File: config.mk
export PLATFORM = sky130hd
export DESIGN_NAME = i2c_master
export DESIGN_NICKNAME = d
export VERILOG_FILES = /design/src/rtl/i2c_master.sv
export SDC_FILE = /design/constraint.sdc
export NUM_CORES = 1
export LEC_CHECK = 0
export BUFFER_PORTS_ARGS = -buffer_cell sky130_fd_sc_hd__buf_2
export CORE_MARGIN = 3
export CORE_UTILIZATION = 40
export DETAILED_ROUTE_END_ITERATION = 7
export PLACE_DENSITY = 0.58
export SLEW_MARGIN = 30
export SYNTH_ARGS = -nofsm -noshare
export SYNTH_HDL_FRONTEND = slang
export SYNTH_SLANG_ARGS = --single-unit
File: constraint.sdc
create_clock -name clk -period 9.55 [get_ports clk]
set_clock_uncertainty 0.2 [all_clocks]
set_input_delay 1.91 -clock clk [delete_from_list [all_inputs] [get_ports clk]]
set_output_delay 1.91 -clock clk [all_outputs]
set_load 0.01 [all_outputs]
File: src/rtl/i2c_master.sv
// i2c_master: single-byte I2C register write/read master on a rib slave port.
// Drives open-drain SCL/SDA enables and pulses an interrupt when a command ends.
module i2c_master #(
  parameter logic [15:0] DIV_RESET = 16'd125
) (
  input  logic        clk,
  input  logic        rst,
  input  logic        we_i,
  input  logic [31:0] addr_i,
  input  logic [31:0] data_i,
  output logic [31:0] data_o,
  output logic        scl_oe,
  output logic        sda_oe,
  input  logic        sda_i,
  output logic        int_sig_o
);

  typedef enum logic [3:0] {
    IDLE, START, DEVW, REG, DATAW, RESTART, DEVR, DATAR, STOP
  } state_t;

  state_t      state;
  state_t      nxt_state;
  logic [1:0]  quarter;
  logic [1:0]  nxt_quarter;
  logic [3:0]  bit_idx;
  logic [3:0]  nxt_bit;
  logic [15:0] div_reg;
  logic [15:0] div_eff;
  logic [15:0] cnt;
  logic [6:0]  dev_addr;
  logic [7:0]  reg_addr;
  logic [7:0]  data_reg;
  logic [7:0]  rx_shift;
  logic [7:0]  nxt_byte;
  logic [1:0]  nxt_drive;
  logic        rw_reg;
  logic        nack_reg;
  logic        busy;
  logic        ack_bit;
  logic        tick;
  logic        in_byte;
  logic        set_nack;
  logic        load_data;
  logic        done;
  logic        unused_bits;

  assign unused_bits = ^{addr_i[31:8], data_i[31:16]};

  // Line enables {scl_oe, sda_oe} for a given state, quarter and bit slot.
  // Slot 8 of every byte field is the ACK slot, where SDA is always released.
  function automatic logic [1:0] bus_drive(input state_t s, input logic [1:0] q,
                                           input logic [3:0] b, input logic [7:0] tx);
    logic [1:0] d;
    d = 2'b00;
    case (s)
      START:   d = q[1] ? 2'b01 : 2'b00;
      RESTART: begin
        case (q)
          2'd0:    d = 2'b10;
          2'd1:    d = 2'b00;
          default: d = 2'b01;
        endcase
      end
      STOP: begin
        case (q)
          2'd0:    d = 2'b11;
          2'd3:    d = 2'b00;
          default: d = 2'b01;
        endcase
      end
      DEVW, REG, DATAW, DEVR: d = {~q[1], b[3] ? 1'b0 : ~tx[3'd7 - b[2:0]]};
      DATAR:   d = {~q[1], 1'b0};
      default: d = 2'b00;
    endcase
    return d;
  endfunction

  // Quarter tick and the position (state, quarter, bit) reached at that tick,
  // together with the line levels to present there.
  always_comb begin
    tick        = busy && (cnt == div_eff - 16'd1);
    in_byte     = (state == DEVW) || (state == REG) || (state == DATAW) ||
                  (state == DEVR) || (state == DATAR);
    nxt_state   = state;
    nxt_quarter = quarter + 2'd1;
    nxt_bit     = bit_idx;
    set_nack    = 1'b0;
    load_data   = 1'b0;
    done        = 1'b0;
    if (quarter == 2'd3) begin
      case (state)
        START: begin
          nxt_state = DEVW;
          nxt_bit   = 4'd0;
        end
        RESTART: begin
          nxt_state = DEVR;
          nxt_bit   = 4'd0;
        end
        DEVW, REG, DATAW, DEVR, DATAR: begin
          if (!bit_idx[3]) begin
            nxt_bit = bit_idx + 4'd1;
          end else begin
            nxt_bit = 4'd0;
            if (state != DATAR && ack_bit) begin
              nxt_state = STOP;
              set_nack  = 1'b1;
            end else begin
              case (state)
                DEVW:    nxt_state = REG;
                REG:     nxt_state = rw_reg ? RESTART : DATAW;
                DEVR:    nxt_state = DATAR;
                DATAR: begin
                  nxt_state = STOP;
                  load_data = 1'b1;
                end
                default: nxt_state = STOP;
              endcase
            end
          end
        end
        STOP: begin
          nxt_state = IDLE;
          done      = 1'b1;
        end
        default: nxt_state = IDLE;
      endcase
    end
    case (nxt_state)
      DEVW:    nxt_byte = {dev_addr, 1'b0};
      REG:     nxt_byte = reg_addr;
      DATAW:   nxt_byte = data_reg;
      DEVR:    nxt_byte = {dev_addr, 1'b1};
      default: nxt_byte = 8'h00;
    endcase
    nxt_drive = bus_drive(nxt_state, nxt_quarter, nxt_bit, nxt_byte);
  end

  // Register file, command launch and the bit-level bus sequencer.
  // DIV is copied into div_eff at GO so a running transfer keeps its rate.
  always_ff @(posedge clk or negedge rst) begin
    if (!rst) begin
      state     <= IDLE;
      quarter   <= 2'd0;
      bit_idx   <= 4'd0;
      cnt       <= 16'd0;
      div_eff   <= 16'd0;
      div_reg   <= DIV_RESET;
      dev_addr  <= 7'd0;
      reg_addr  <= 8'd0;
      data_reg  <= 8'd0;
      rx_shift  <= 8'd0;
      rw_reg    <= 1'b0;
      nack_reg  <= 1'b0;
      busy      <= 1'b0;
      ack_bit   <= 1'b0;
      scl_oe    <= 1'b0;
      sda_oe    <= 1'b0;
      int_sig_o <= 1'b0;
    end else begin
      int_sig_o <= 1'b0;
      if (!busy) begin
        if (we_i) begin
          case (addr_i[7:0])
            8'h00: begin
              if (data_i[0]) begin
                rw_reg   <= data_i[1];
                nack_reg <= 1'b0;
                busy     <= 1'b1;
                state    <= START;
                quarter  <= 2'd0;
                bit_idx  <= 4'd0;
                cnt      <= 16'd0;
                div_eff  <= (div_reg < 16'd2) ? 16'd2 : div_reg;
              end
            end
            8'h04: div_reg <= data_i[15:0];
            8'h08: begin
              dev_addr <= data_i[6:0];
              reg_addr <= data_i[15:8];
            end
            8'h0C: data_reg <= data_i[7:0];
            default: ;
          endcase
        end
      end else if (tick) begin
        cnt              <= 16'd0;
        state            <= nxt_state;
        quarter          <= nxt_quarter;
        bit_idx          <= nxt_bit;
        {scl_oe, sda_oe} <= nxt_drive;
        if (in_byte && quarter == 2'd2) begin
          if (bit_idx[3]) ack_bit <= sda_i;
          else            rx_shift <= {rx_shift[6:0], sda_i};
        end
        if (set_nack)  nack_reg <= 1'b1;
        if (load_data) data_reg <= rx_shift;
        if (done) begin
          busy      <= 1'b0;
          int_sig_o <= 1'b1;
        end
      end else begin
        cnt <= cnt + 16'd1;
      end
    end
  end

  // Combinational register read-back; unmapped addresses and unused bits read 0.
  always_comb begin
    data_o = 32'd0;
    case (addr_i[7:0])
      8'h00:   data_o[3:0]  = {nack_reg, busy, rw_reg, 1'b0};
      8'h04:   data_o[15:0] = div_reg;
      8'h08:   data_o[15:0] = {reg_addr, 1'b0, dev_addr};
      8'h0C:   data_o[7:0]  = data_reg;
      default: data_o = 32'd0;
    endcase
  end

endmodule

==> flow_summary.ini, run 1 <==
[clock_network]
clockRootBuffer = clkbuf_16
cts_resized = 0
path_clk_slew_ns = 0.07
ctsHoldBuffers = 0
cts_buffers = 9
clk_latency_ns = 0.35
cts_sinks = 96
ctsLongestPathBuffers = 2
postCtsSetupBuffers = 0
cts_tree = yes
htree_levels = 3

[logic_synthesis]
ys_top_cells_by_count = 90 x dfrtp_1, 69 x nand2_1, 60 x mux2_2
netlist_top_cells_area = dfrtp_1 38%, mux2_2 11%, nand2_1 4.3%
syn_avg_cell_area_um2 = 9.80
synth.yosys.seq_area_share = 0.405
synthFlopType = dfrtp_1
synth_async_sr_flop_share = 1.00
synth_area_leader_cell = dfrtp_1
synth_edf_count = 0
synthCells = 608
synth_cell_type_count = 78
ys_ff_latch = 96
synth_top_area_share = 0.378
ys_warn_count = 0
yosysMostFrequentCell = dfrtp_1
synth_area_um2 = 5960

[sta]
drv_slew = 0
min_period_ns = 5.62
slew_headroom = 0.372
finalCritPeriodShare = 0.588
finalSetupViolations = 0
grt_setup_unrepaired = false
final.setup.tns_ns = 0
setup_slack_ns = 3.93
fmax_mhz = 178
worst_pin_slew_ns = 0.942
finalHoldViolCount = 0

[grt]
grt_max_degree = 74
grt_use_total = 0.189
grt_pass1_wl_um = 24700
grt-ovfl-total = 0
grt_antenna_before_repair = 0
grt_pass1_vias = 4702

[detailed_routing]
drc_errors = 0
first_iter_violations = 306
dr.pass1.iters = 5
drt.antenna.violating_nets = 0
post_drt_wl_per_cell_um = 18.0
wirelength_um = 14800
viasPerCell = 5.78
vias = 4752

[finish]
diodes = 0
area_growth_pct = 10.2
stdcell_area_um2 = 6570
drive_gt1_frac = 0.249
finalNetCount = 712

[worst_setup_path]
cp_max_fo = 14
max_stage_delay_ns = 0.78
start_kind = input pin
worstSetupEndpointType = output pin
critPathKind = in -> out
path_cells = buf_2 -> nor2b_1 -> a22oi_1 -> nor2_1 -> buf_2
crit_family = simple AND/OR/NAND/NOR gates
worst_path_max_delay_cell = nor2b_1
worst_path_most_repeated_cell = buf_2
path_buf_inv = 2
worst_ep_arrival_time_ns = 3.51
required_ns = 7.44

[place]
numPortBuffers = 46
dp_slack_ns = 3.90
postPlaceCellArea_um2 = 6270
dp_hpwl_um = 11100
place.gp.congestion = 0.958

[floorplan]
core_area_um2 = 14200
io_pins = 103
die_area_um2 = 16400
chipHeight_um = 128
row_count = 43
die_x_um = 128
initial_core_util = 0.419

[power_and_ir_drop]
peakVddDrop_v = 0.0000951
total_power_mw = 1.17
p_leak_nw = 3.03
power_density_nw_per_um2 = 179

[hold_path]
hp-class = reg -> reg

[status]
status = complete, no violations

[run]
maxCapViolCount = 0
cell usage in the layout, fill, tap and decap left out, drive strengths merged, types with 4 or more instances in the layout:
cell / Yosys / final
dfrtp: 90 / 90
nand2: 69 / 69
mux2: 61 / 61
buf: 29 / 52
nor2: 48 / 48
o21ai: 27 / 27
inv: 14 / 18
conb: 1 / 16
a22oi: 15 / 15
nor3: 15 / 15
xor2: 12 / 12
nand3: 12 / 12
a21oi: 11 / 11
xnor2: 11 / 11
and2: 11 / 11
nor3b: 11 / 11
and3: 10 / 10
a22o: 10 / 10
clkbuf: 20 / 10
a21o: 9 / 9
nor4: 9 / 9
nand2b: 8 / 8
nand4: 7 / 7
ha: 7 / 7
a211o: 7 / 7
a31oi: 6 / 6
nor2b: 6 / 6
dfstp: 6 / 6
o211ai: 4 / 4
a221oi: 4 / 4
area by class of cell:
type / count / area (µm²)
sequential: 96 / 2410
inverter: 14 / 52.6
timing repair buffer: 52 / 282
clock buffer: 10 / 239
multi-input combinational: 464 / 3300
clock inverter: 6 / 56.3
tap: 180 / 225
fill: 1348 / 7640
metal layers:
| metal | vias to the layer above | share of wire | GRT usage |
|---|---|---|---|
| li1 | 2260 | - | - |
| met1 | 2337 | 0.47 | 0.258 |
| met2 | 136 | 0.46 | 0.311 |
| met3 | 19 | 0.047 | 0.0242 |
| met4 | 0 | 0.020 | 0.0662 |
| met5 | - | 0 | 0 |
worst paths after layout:
kind | to | cells past startpoint | startpoint | slack [ns]
max in group asynchronous | state[0]$_DFFE_PN0P_ | 2 | rst | 6.95
setup reg to reg | bit_idx[0]$_DFFE_PN0P_ | 8 | div_eff[2]$_DFFE_PN0P_ | 5.29
setup / recovery | data_o[0] | 5 | addr_i[2] | 3.93
min in group asynchronous | div_reg[15]$_DFFE_PN0P_ | 1 | rst | 1.25
hold reg to reg | scl_oe$_DFFE_PN0P_ | 1 | scl_oe$_DFFE_PN0P_ | 0.31
hold / removal | scl_oe$_DFFE_PN0P_ | 1 | scl_oe$_DFFE_PN0P_ | 0.31
report_power, final:
part           switching [mW]  internal (mW)  leakage [nW]
Combinational           0.196          0.126          1.61
Clock                   0.172          0.190         0.144
Sequential             0.0509          0.439          1.27
worst register-to-register path, stage by stage (launching register included):
cell and delay, ns:
dfrtp_1 0.50, nor3_2 0.65, nand4_1 0.37, xnor2_1 0.25, a2111oi_1 0.34, nand4_1 0.33
o31ai_4 0.90, and2_1 0.46, o21ai_0 0.13
cell families after synthesis:
group	Yosys count	share of synthesized area
AOI/OAI and AO/OA	129	0.163
xor gates and xnor gates	23	0.0338
adders and majority gates	7	0.0147
buffers and inverters	63	0.0563
DFF	96	0.405
muxes	64	0.127
other	1	0.000630
and+or+nand+nor	225	0.199
through the flow:
step | cells | hold slack [ns] | utilization
CTS | 822 | 0.312 | 0.462
detailed placement | 806 | 0.296 | 0.441
global placement | 806 | 0.289 | 0.440
global route | 822 | 0.332 | 0.462
finish | 822 | 0.310 | 0.462
floorplan | 623 | 0.256 | -
No activity file was read; power rests on OpenSTA's default activity.
==> run 2: changes to the inputs <==
Clock period 9.55 ns to 5.4 ns, I/O delays scaled along.
==> run 2 against run 1 <==
Net effect:
- via count increased by 1.2%
- non-clock buffer count up 1
- total power grew 77%
- critical path depth grew 3
- critical path type is now reg -> reg
- critical endpoint is now state[0]$_DFFE_PN0P_
- highest routed layer unchanged
==> flow_summary.ini, run 2 (synthesis gave the netlist of run 1 again) <==
[status]
status = complete, no violations

[finish]
fin_cells = 823
stdcell_area_um2 = 6560
register_area_um2 = 2410
multi_input_area_um2 = 3280
diodes = 0
fillers = 1393
area_growth_pct = 10.0
finalNetCount = 713
mostFrequentLayoutCells = 90 x dfrtp_1, 69 x nand2_1, 60 x mux2_2, 48 x nor2_1, 45 x buf_2
layout_commonest_cell = dfrtp_1
drive_gt1_frac = 0.249
fin_util = 0.462

[worst_setup_path]
r2r-end = state[0]$_DFFE_PN0P_
required_ns = 5.47
worstSetupEndpointType = flop
cp_max_fo = 26
critPathKind = reg -> reg
start_kind = flop
worst_ep_arrival_time_ns = 4.21
reg2regPathDepth = 8
regToRegStartpoint = div_eff[2]$_DFFE_PN0P_
rrSetupSlack_ns = 1.26

[grt]
grt_max_degree = 50
grt_pass1_vias = 4632
grt_antenna_before_repair = 0
grt_use_total = 0.190
grt-ovfl-total = 0
grt_pass1_wl_um = 24700

[sta]
worst_pin_slew_ns = 0.908
grt_setup_unrepaired = false
finalSetupViolations = 0
fmax_mhz = 241
slew_headroom = 0.393
final.setup.tns_ns = 0
finalCritPeriodShare = 0.767
finalHoldViolCount = 0
finalHoldWorstSlack_ns = 0.314
min_period_ns = 4.14
drv_slew = 0

[place]
place.gp.congestion = 0.892
dp_cells = 807
dp_hpwl_um = 11200
postPlaceCellArea_um2 = 6260
numPortBuffers = 46

[floorplan]
chipHeight_um = 128
initial_core_util = 0.419
row_count = 43
die_area_um2 = 16400
core_area_um2 = 14200
io_pins = 103
die_x_um = 128

[hold_path]
hold_depth = 1
min_delay_worst_endpoint = sda_oe$_DFFE_PN0P_
hp-class = reg -> reg
min_from = sda_oe$_DFFE_PN0P_

[detailed_routing]
viasPerCell = 5.84
first_iter_violations = 254
drt.antenna.violating_nets = 0
drc_errors = 0
dr.pass1.iters = 5
post_drt_wl_per_cell_um = 18.2
vias = 4807
wirelength_um = 15000

[clock_network]
cts_tree = yes
postCtsSetupBuffers = 0
path_clk_slew_ns = 0.07
cts_resized = 0
clockRootBuffer = clkbuf_16
cts_sinks = 96
htree_levels = 3
ctsHoldBuffers = 0
clk_latency_ns = 0.36
cts_buffers = 9
ctsLongestPathBuffers = 2

[power_and_ir_drop]
power_density_nw_per_um2 = 316
pwr-share-comb = 0.271
pwr-share-clk = 0.309
p_int_mw = 1.34
peakVddDrop_v = 0.000150
p_leak_nw = 3.03
p_switching_mw = 0.729
p_seq_frac = 0.420
p_sw_frac = 0.352

[run]
maxCapViolCount = 0
-- run 2: how the worst max path moves through the flow --
| stage | to | depth (start not counted) | slack, ns | startpoint |
|---|---|---|---|---|
| global placement | bit_idx[1]$_DFFE_PN0P_ | 8 | 1.34 | div_eff[2]$_DFFE_PN0P_ |
| CTS | state[0]$_DFFE_PN0P_ | 8 | 1.22 | div_eff[2]$_DFFE_PN0P_ |
| detailed placement | bit_idx[1]$_DFFE_PN0P_ | 8 | 1.18 | div_eff[2]$_DFFE_PN0P_ |
| floorplan | data_o[1] | 3 | 1.97 | addr_i[2] |
| finish | state[0]$_DFFE_PN0P_ | 8 | 1.26 | div_eff[2]$_DFFE_PN0P_ |
| global route | state[2]$_DFFE_PN0P_ | 8 | 0.87 | div_eff[2]$_DFFE_PN0P_ |
-- run 2: layout make-up --
| class | count | share of cell area |
|---|---|---|
| multi-input combinational | 464 | 0.501 |
| sequential | 96 | 0.368 |
| timing repair buffer | 53 | 0.0435 |
| clock buffer | 11 | 0.0386 |
| tap | 180 | 0.0344 |
| inverter | 14 | 0.00802 |
| clock inverter | 5 | 0.00687 |
-- run 2: per-layer routing --
| layer | share of wire | routed length (µm) | GRT usage |
|---|---|---|---|
| met1 | 0.46 | 6840 | 0.263 |
| met2 | 0.46 | 6940 | 0.297 |
| met3 | 0.059 | 884 | 0.0304 |
| met4 | 0.022 | 325 | 0.0799 |
| met5 | 0 | 0 | 0 |
-- run 2: metrics by stage --
step / power, mW / setup slack, ns
finish: 2.07 / 1.26
floorplan: 1.30 / 1.97
global route: 2.20 / 0.871
CTS: 2.08 / 1.22
detailed placement: 1.44 / 1.18
global placement: 1.42 / 1.34
-- run 2: power groups by stage --
stage	Sequential (mW)	Combinational, mW	Clock, mW
floorplan	0.840	0.457	0
global placement	0.878	0.546	0
detailed placement	0.880	0.556	0
CTS	0.868	0.559	0.658
global route	0.881	0.631	0.689
finish	0.870	0.562	0.641
-- run 2: critical path, cell delays in order, from the launching register on --
cell       delay (ns)
dfrtp_1          0.49
nor3_2           0.65
nand4_1          0.35
xnor2_1          0.25
a2111oi_1        0.31
nand4_1          0.30
o31ai_4          0.86
and2_1           0.45
a2bb2oi_1        0.18
